--- src/rtl/pipe_pkg.sv ---
// Shared types and helpers for the valid/ready pipeline chain.
// Stage states, the capacity helper and the stage-count limit live here.
package pipe_pkg;

  localparam int MAX_STAGES = 8;

  typedef enum logic [1:0] {
    EMPTY = 2'd0,
    BUSY  = 2'd1,
    FULL  = 2'd2
  } stage_state_e;

  function automatic int pipe_capacity(input int stages, input bit reg_ready);
    return reg_ready ? 2 * stages : stages;
  endfunction

endpackage

--- src/rtl/pipe_skid_stage.sv ---
// One valid/ready stage: a 2-entry skid buffer (REG_READY=1) or a
// 1-entry pipeline register (REG_READY=0), with synchronous flush.
module pipe_skid_stage
  import pipe_pkg::*;
#(
  parameter int DATA_WIDTH = 32,
  parameter bit REG_READY  = 1'b1
) (
  input  logic                  clk,
  input  logic                  rst_n,
  input  logic                  flush,
  input  logic                  in_valid,
  output logic                  in_ready,
  input  logic [DATA_WIDTH-1:0] in_data,
  output logic                  out_valid,
  input  logic                  out_ready,
  output logic [DATA_WIDTH-1:0] out_data,
  output logic [1:0]            count
);

  stage_state_e          state_reg, state_next;
  logic [DATA_WIDTH-1:0] main_reg, main_next;
  logic [DATA_WIDTH-1:0] skid_reg, skid_next;
  logic                  in_xfer, out_xfer;

  assign out_valid = (state_reg != EMPTY);
  assign out_data  = main_reg;
  assign count     = (state_reg == FULL) ? 2'd2 :
                     (state_reg == BUSY) ? 2'd1 : 2'd0;

  generate
    if (REG_READY) begin : g_skid
      assign in_ready = (state_reg != FULL);
    end else begin : g_single
      assign in_ready = (state_reg == EMPTY) || out_ready;
    end
  endgenerate

  assign in_xfer  = in_valid && in_ready;
  assign out_xfer = out_valid && out_ready;

  always_ff @(posedge clk or negedge rst_n) begin
    if (!rst_n) begin
      state_reg <= EMPTY;
      main_reg  <= '0;
      skid_reg  <= '0;
    end else begin
      state_reg <= state_next;
      main_reg  <= main_next;
      skid_reg  <= skid_next;
    end
  end

  // In single-register mode BUSY only accepts when out_ready is high, so the
  // BUSY->FULL branch is unreachable and the same table serves both modes.
  always_comb begin
    state_next = state_reg;
    main_next  = main_reg;
    skid_next  = skid_reg;
    if (flush) begin
      state_next = EMPTY;
    end else begin
      case (state_reg)
        EMPTY: begin
          if (in_xfer) begin
            state_next = BUSY;
            main_next  = in_data;
          end
        end
        BUSY: begin
          if (in_xfer && out_xfer) begin
            main_next = in_data;
          end else if (in_xfer) begin
            state_next = FULL;
            skid_next  = in_data;
          end else if (out_xfer) begin
            state_next = EMPTY;
          end
        end
        FULL: begin
          if (out_xfer) begin
            state_next = BUSY;
            main_next  = skid_reg;
          end
        end
        default: state_next = EMPTY;
      endcase
    end
  end

endmodule

--- src/rtl/pipe_skid_chain.sv ---
// Chain of STAGES valid/ready stages with flush masking at both ends
// and a combinational occupancy count taken from the stage state flops.
module pipe_skid_chain
  import pipe_pkg::*;
#(
  parameter int DATA_WIDTH = 32,
  parameter int STAGES     = 2,
  parameter bit REG_READY  = 1'b1,
  parameter int OCC_W      = $clog2(2 * STAGES + 1)
) (
  input  logic                  clk,
  input  logic                  rst_n,
  input  logic                  flush,
  input  logic                  in_valid,
  output logic                  in_ready,
  input  logic [DATA_WIDTH-1:0] in_data,
  output logic                  out_valid,
  input  logic                  out_ready,
  output logic [DATA_WIDTH-1:0] out_data,
  output logic [OCC_W-1:0]      occupancy
);

  logic                  valid_link [STAGES+1];
  logic                  ready_link [STAGES+1];
  logic [DATA_WIDTH-1:0] data_link  [STAGES+1];
  logic [1:0]            count      [STAGES];

  // Flush blocks both external handshakes so nothing moves in that cycle.
  assign valid_link[0]      = in_valid && !flush;
  assign data_link[0]       = in_data;
  assign in_ready           = ready_link[0] && !flush;
  assign ready_link[STAGES] = out_ready && !flush;
  assign out_valid          = valid_link[STAGES] && !flush;
  assign out_data           = data_link[STAGES];

  generate
    for (genvar gi = 0; gi < STAGES; gi++) begin : g_stage
      pipe_skid_stage #(
        .DATA_WIDTH(DATA_WIDTH),
        .REG_READY (REG_READY)
      ) u_stage (
        .clk      (clk),
        .rst_n    (rst_n),
        .flush    (flush),
        .in_valid (valid_link[gi]),
        .in_ready (ready_link[gi]),
        .in_data  (data_link[gi]),
        .out_valid(valid_link[gi+1]),
        .out_ready(ready_link[gi+1]),
        .out_data (data_link[gi+1]),
        .count    (count[gi])
      );
    end
  endgenerate

  always_comb begin
    occupancy = '0;
    for (int i = 0; i < STAGES; i++) begin
      occupancy = occupancy + OCC_W'(count[i]);
    end
  end

endmodule

--- config.mk ---
export PLATFORM = sky130hd
export DESIGN_NAME = pipe_skid_chain
export DESIGN_NICKNAME = d
export VERILOG_FILES = /design/src/rtl/pipe_pkg.sv /design/src/rtl/pipe_skid_stage.sv /design/src/rtl/pipe_skid_chain.sv
export SDC_FILE = /design/constraint.sdc
export NUM_CORES = 1
export LEC_CHECK = 0
export ABC_AREA = 0
export CORE_MARGIN = 10
export CORE_UTILIZATION = 47
export CTS_BUF_LIST = sky130_fd_sc_hd__clkbuf_16
export CTS_CLUSTER_DIAMETER = 200
export CTS_CLUSTER_SIZE = 28
export DETAILED_ROUTE_END_ITERATION = 6
export PLACE_DENSITY_LB_ADDON = 0.05
export SETUP_SLACK_MARGIN = 0.15
export SLEW_MARGIN = 20
export SYNTH_ARGS = -nofsm -noshare
export SYNTH_HDL_FRONTEND = slang
export SYNTH_HIERARCHICAL = 1
export SYNTH_SLANG_ARGS = --single-unit
--- constraint.sdc ---
create_clock -name clk -period 3.73 [get_ports clk]
set_input_delay 0.746 -clock clk [delete_from_list [all_inputs] [get_ports clk]]
set_output_delay 0.746 -clock clk [all_outputs]
set_load 0.02 [all_outputs]
# Yosys cells after proc, flatten, opt, wreduce, memory -nomap -nowiden
# Index checks and enable logic that the tools add are counted.
[word_totals] elab_cells=77 input_bits=37 register_bits=132 out_inout_bits=37
[classes] bitwise_logic=3 muxes=25 n_reduce_logical=22 n_eq_ne=20 n_addsub=1
[op_table] op="$mux W32" count=6
[op_table] op="$pmux W32 S3" count=2
[op_table] op="$mux W2" count=13
[op_table] op="$reduce_and A4 Y1" count=4
[op_table] op="$pmux W2 S3" count=2
[op_table] op="$ne A2 B2 Y1 const B" count=5
[op_table] op="$reduce_and A5 Y1" count=2
[op_table] op="$logic_and A1 B1 Y1" count=9
[op_table] op="$ne A3 B2 Y1 const B" count=3
[op_table] op="$ne A3 B3 Y1 const B" count=3
[op_table] op="$ne A2 B1 Y1 const B" count=3
[op_table] op="$reduce_bool A3 Y1" count=2
[op_table] op="$eq A2 B1 Y1 const B" count=2
[op_table] op="$eq A2 B2 Y1 const B" count=2
[op_table] op="$logic_not A2 Y1" count=2
[op_table] op="$ne A4 B2 Y1 const B" count=1
[op_table] op="$ne A4 B3 Y1 const B" count=1
[op_table] op="$reduce_bool A2 Y1" count=2
[op_table] op="$add A2 B2 Y3" count=1
[op_table] op="$not A1 Y1" count=3
[op_table] op="$mux W1" count=2
[op_table] op="$logic_not A1 Y1" count=1

# Depth between registers and ports, before layout
[depth] word_depth=8 ltp_mapped=8 depth_no_buf=6

# Cells and area by module
# The synthesis kept the hierarchy.
[modules_own_cells] module="pipe_skid_stage" area_each_um2=3095.5 cells_per_inst=190 seq_area_each_um2=1651.6 n_inst=2
[modules_own_cells] module="pipe_skid_chain" area_each_um2=76.3 cells_per_inst=11 seq_area_each_um2=0.0 n_inst=1

# Worst setup path after synthesis
# OpenSTA, ideal clock, no wires.
[synth_timing] kind="reg-to-output" from="reg g_stage[1].u_stage.state_reg[1]" to="out occupancy[1]" arrival_ns=1.532 path_slack_ns=1.452 path_buffers=2 required_ns=2.984 stages_incl_launch_ff=7 path_cell_list="dfrtp_1 -> nor2b_4 -> buf_6 -> buf_6 -> inv_1 -> fa_1 -> inv_1"
[synth_rtl] item="start, declared" line_no="pipe_skid_stage.sv:21" source="stage_state_e state_reg, state_next;"
[synth_rtl] item="start signal, assigned" line_no="pipe_skid_stage.sv:48" source="state_reg <= state_next;"
[synth_rtl] item="end, declared" line_no="pipe_skid_chain.sv:20" source="output logic [OCC_W-1:0] occupancy"

==> results.yml <==
status:
  status: "finished, final reports clean"
global_routing:
  grt_pass1_vias: 3758
  track_usage: 0.141
  grt_pass1_wl_mm: 20.0
  grt_overflow_total: 0
  antenna_found_initial: 0
  grt_max_degree: 60
layout:
  fin_nets: 510
  n_antenna_cell: 0
  seq_area_sq_um: 3300
  final_cells: 659
  nFillCells: 1073
  multiInputGateArea_sq_um: 2690
  drive_gt1_frac: 0.489
  area_growth_pct: 23.1
cts:
  clkSinkCount: 132
  cts_buffer_depth: 2
  ctsResizeCount: 0
  cts_tree: "built"
  cts_root_buf: "clkbuf_16"
  clkLatencyLatePin_ns: 0.41
  cts_made_buffers: 17
  cts_hold_buf: 0
  htreeDepth: 4
  path_clk_slew_ns: 0.05
  cts_setup_buffers: 0
route:
  via_count: 3374
  dr.pass1.iters: 4
  viasPerCell: 5.12
  drt_iter0_drc: 126
  drtAntennaViolNets: 0
  wl_per_cell_um: 18.6
  drc_errors: 0
  drt_wl_total_mm: 12.2
timing:
  rsz0062_at_grt: "no"
  slew_headroom: 0.568
  fmax_mhz: 315
  final_max_slew_viol_count: 0
  fin_crit_ns: 3.17
  worst_pin_slew_ns: 0.648
  setup_viol: 0
  timing.final.hold_violations: 0
  finClkSkew_ns: 0.00522
  fin_crit_sh: 0.851
  fin_tns_setup_ns: 0
power:
  leakagePower_uw: 0.00349
  peakVddDrop_mv: 0.411
  p_per_area_nw_per_um2: 632
setup_path:
  end_kind: "output pin"
  worstSetupPathType: "reg -> out"
  crit_slowest_cell: "clkdlybuf4s50_1"
  path_common_cell: "inv_1"
  max_stage_delay_ns: 0.60
  crit_chain: "inv_1 > nor2_4 > ha_1 > inv_1 > fa_1 > inv_1 > clkdlybuf4s50_1"
  required_ns: 2.98
  cp-start-kind: "flip-flop"
  critical_path.max_fanout: 5
  crit_arrival_ns: 2.43
placement:
  placed_cells: 628
  routabilityCongestion: 0.759
  portBuffers: 73
  dp_hpwl_mm: 7.72
synthesis:
  netlist_instances: 391
  synth_cell_types: 24
  ys_seq_area_frac: 0.527
  ys_ff_latch: 132
  yosys_warnings: 6
  syn_area_sq_um: 6270
  syn-num-nets: 430
  syn_area_per_cell_sq_um: 16.0
die:
  num_rows: 42
  pin_count: 74
  initial_utilization: 0.477
  die_h_um: 135
  die_x_um: 135
  core_sq_um: 13100
  die-area_sq_um: 18400
min_path:
  hp-class: "in -> async"
job:
  drv_cap: 0
## where the power goes
part           switching (uW)  leakage [uW]  total, uW  internal, uW
Sequential                214       0.00169       1970          1760
Clock                     576      0.000306       1740          1170
Combinational             442       0.00150       1160           721
## final cells by class
cell class,instances,area share
tap,176,0.0285
inverter,9,0.00438
multi-input combinational,230,0.349
clock inverter,14,0.0250
timing repair buffer,81,0.110
clock buffer,17,0.0551
sequential,132,0.428
## cell usage after synthesis (all sizes together)
| master | n | area share |
|---|---|---|
| inv | 9 | 0.0054 |
| nor2 | 6 | 0.0060 |
| buf | 20 | 0.038 |
| or2 | 2 | 0.0020 |
| ha | 1 | 0.0020 |
| nor3b | 2 | 0.0024 |
| dfrtp | 132 | 0.53 |
| o21ai | 2 | 0.0028 |
| nand3 | 4 | 0.0048 |
| fa | 1 | 0.0032 |
| nor3 | 2 | 0.0016 |
| o22a | 2 | 0.0028 |
| a21oi | 8 | 0.010 |
| nor2b | 6 | 0.0084 |
| mux2 | 192 | 0.38 |
| and2b | 2 | 0.0024 |
## cell families (layout without fill, tap and decap cells)
group           count (synthesis)  after routing  share of synthesized area
compound gates                 12             12                     0.0156
fa+ha+maj                       2              2                    0.00519
buf+inv                        29            121                     0.0437
flops                         132            132                      0.527
mux                           192            192                      0.381
simple gates                   24             24                     0.0275
## routing by layer
layer / GRT usage / vias up / share of wire / routed length [um]
met5: 0 / - / 0 / 0
met4: 0.0467 / 0 / 0.0091 / 111
met3: 0.0504 / 8 / 0.045 / 547
met2: 0.223 / 57 / 0.48 / 5910
met1: 0.175 / 1753 / 0.46 / 5670
li1: - / 1556 / - / -
## critical path: cells and delay by family (launching register included)
| family | cells | cell delay (ns) |
|---|---|---|
| adder cells (fa/ha/maj) | 2 | 0.58 |
| buffers and inverters | 4 | 0.85 |
| flip-flops | 1 | 0.44 |
| AND/OR/NAND/NOR | 1 | 0.14 |
## placed cells by master, fill, tap and decap left out, drive strengths merged
master | Yosys | layout
nor2 | 6 | 6
dfrtp | 132 | 132
clkbuf | 0 | 17
o22a | 2 | 2
or2 | 2 | 2
nor3b | 2 | 2
bufinv | 0 | 5
clkdlybuf4s50 | 0 | 72
ha | 1 | 1
nor3 | 2 | 2
buf | 20 | 9
nor2b | 6 | 6
clkinv | 0 | 7
clkinvlp | 0 | 1
fa | 1 | 1
inv | 9 | 10
o21ai | 2 | 2
and2b | 2 | 2
mux2 | 192 | 192
nand3 | 4 | 4
a21oi | 8 | 8
## through the flow
step	setup WS (ns)	hold slack, ns	instance area, sq um	power (uW)	util
floorplan	1.45	0.450	6270	2650	-
global placement	0.546	0.468	7100	3150	0.540
detailed placement	0.444	0.479	7100	3180	0.540
CTS	0.513	0.372	7720	4960	0.587
global route	0.408	0.397	7720	5110	0.587
finish	0.556	0.358	7720	4880	0.587
## worst paths after layout
| check | from | to | slack (ns) | depth (start not counted) |
|---|---|---|---|---|
| max | g_stage[1].u_stage/state_reg[0]$_DFFE_PN0P_ | occupancy[1] | 0.56 | 7 |
| min | rst_n | g_stage[1].u_stage/out_data[9]$_DFFE_PN0P_ | 0.36 | 1 |
| max reg2reg | g_stage[1].u_stage/state_reg[1]$_DFFE_PN0P_ | g_stage[0].u_stage/skid_reg[6]$_DFFE_PN0P_ | 0.83 | 7 |
| min reg2reg | g_stage[1].u_stage/skid_reg[2]$_DFFE_PN0P_ | g_stage[1].u_stage/skid_reg[2]$_DFFE_PN0P_ | 0.49 | 1 |
| max in group asynchronous | rst_n | g_stage[0].u_stage/skid_reg[16]$_DFFE_PN0P_ | 2.58 | 2 |
| min in group clk | g_stage[1].u_stage/skid_reg[2]$_DFFE_PN0P_ | g_stage[1].u_stage/skid_reg[2]$_DFFE_PN0P_ | 0.49 | 1 |
No activity file was read; power rests on OpenSTA's default activity.
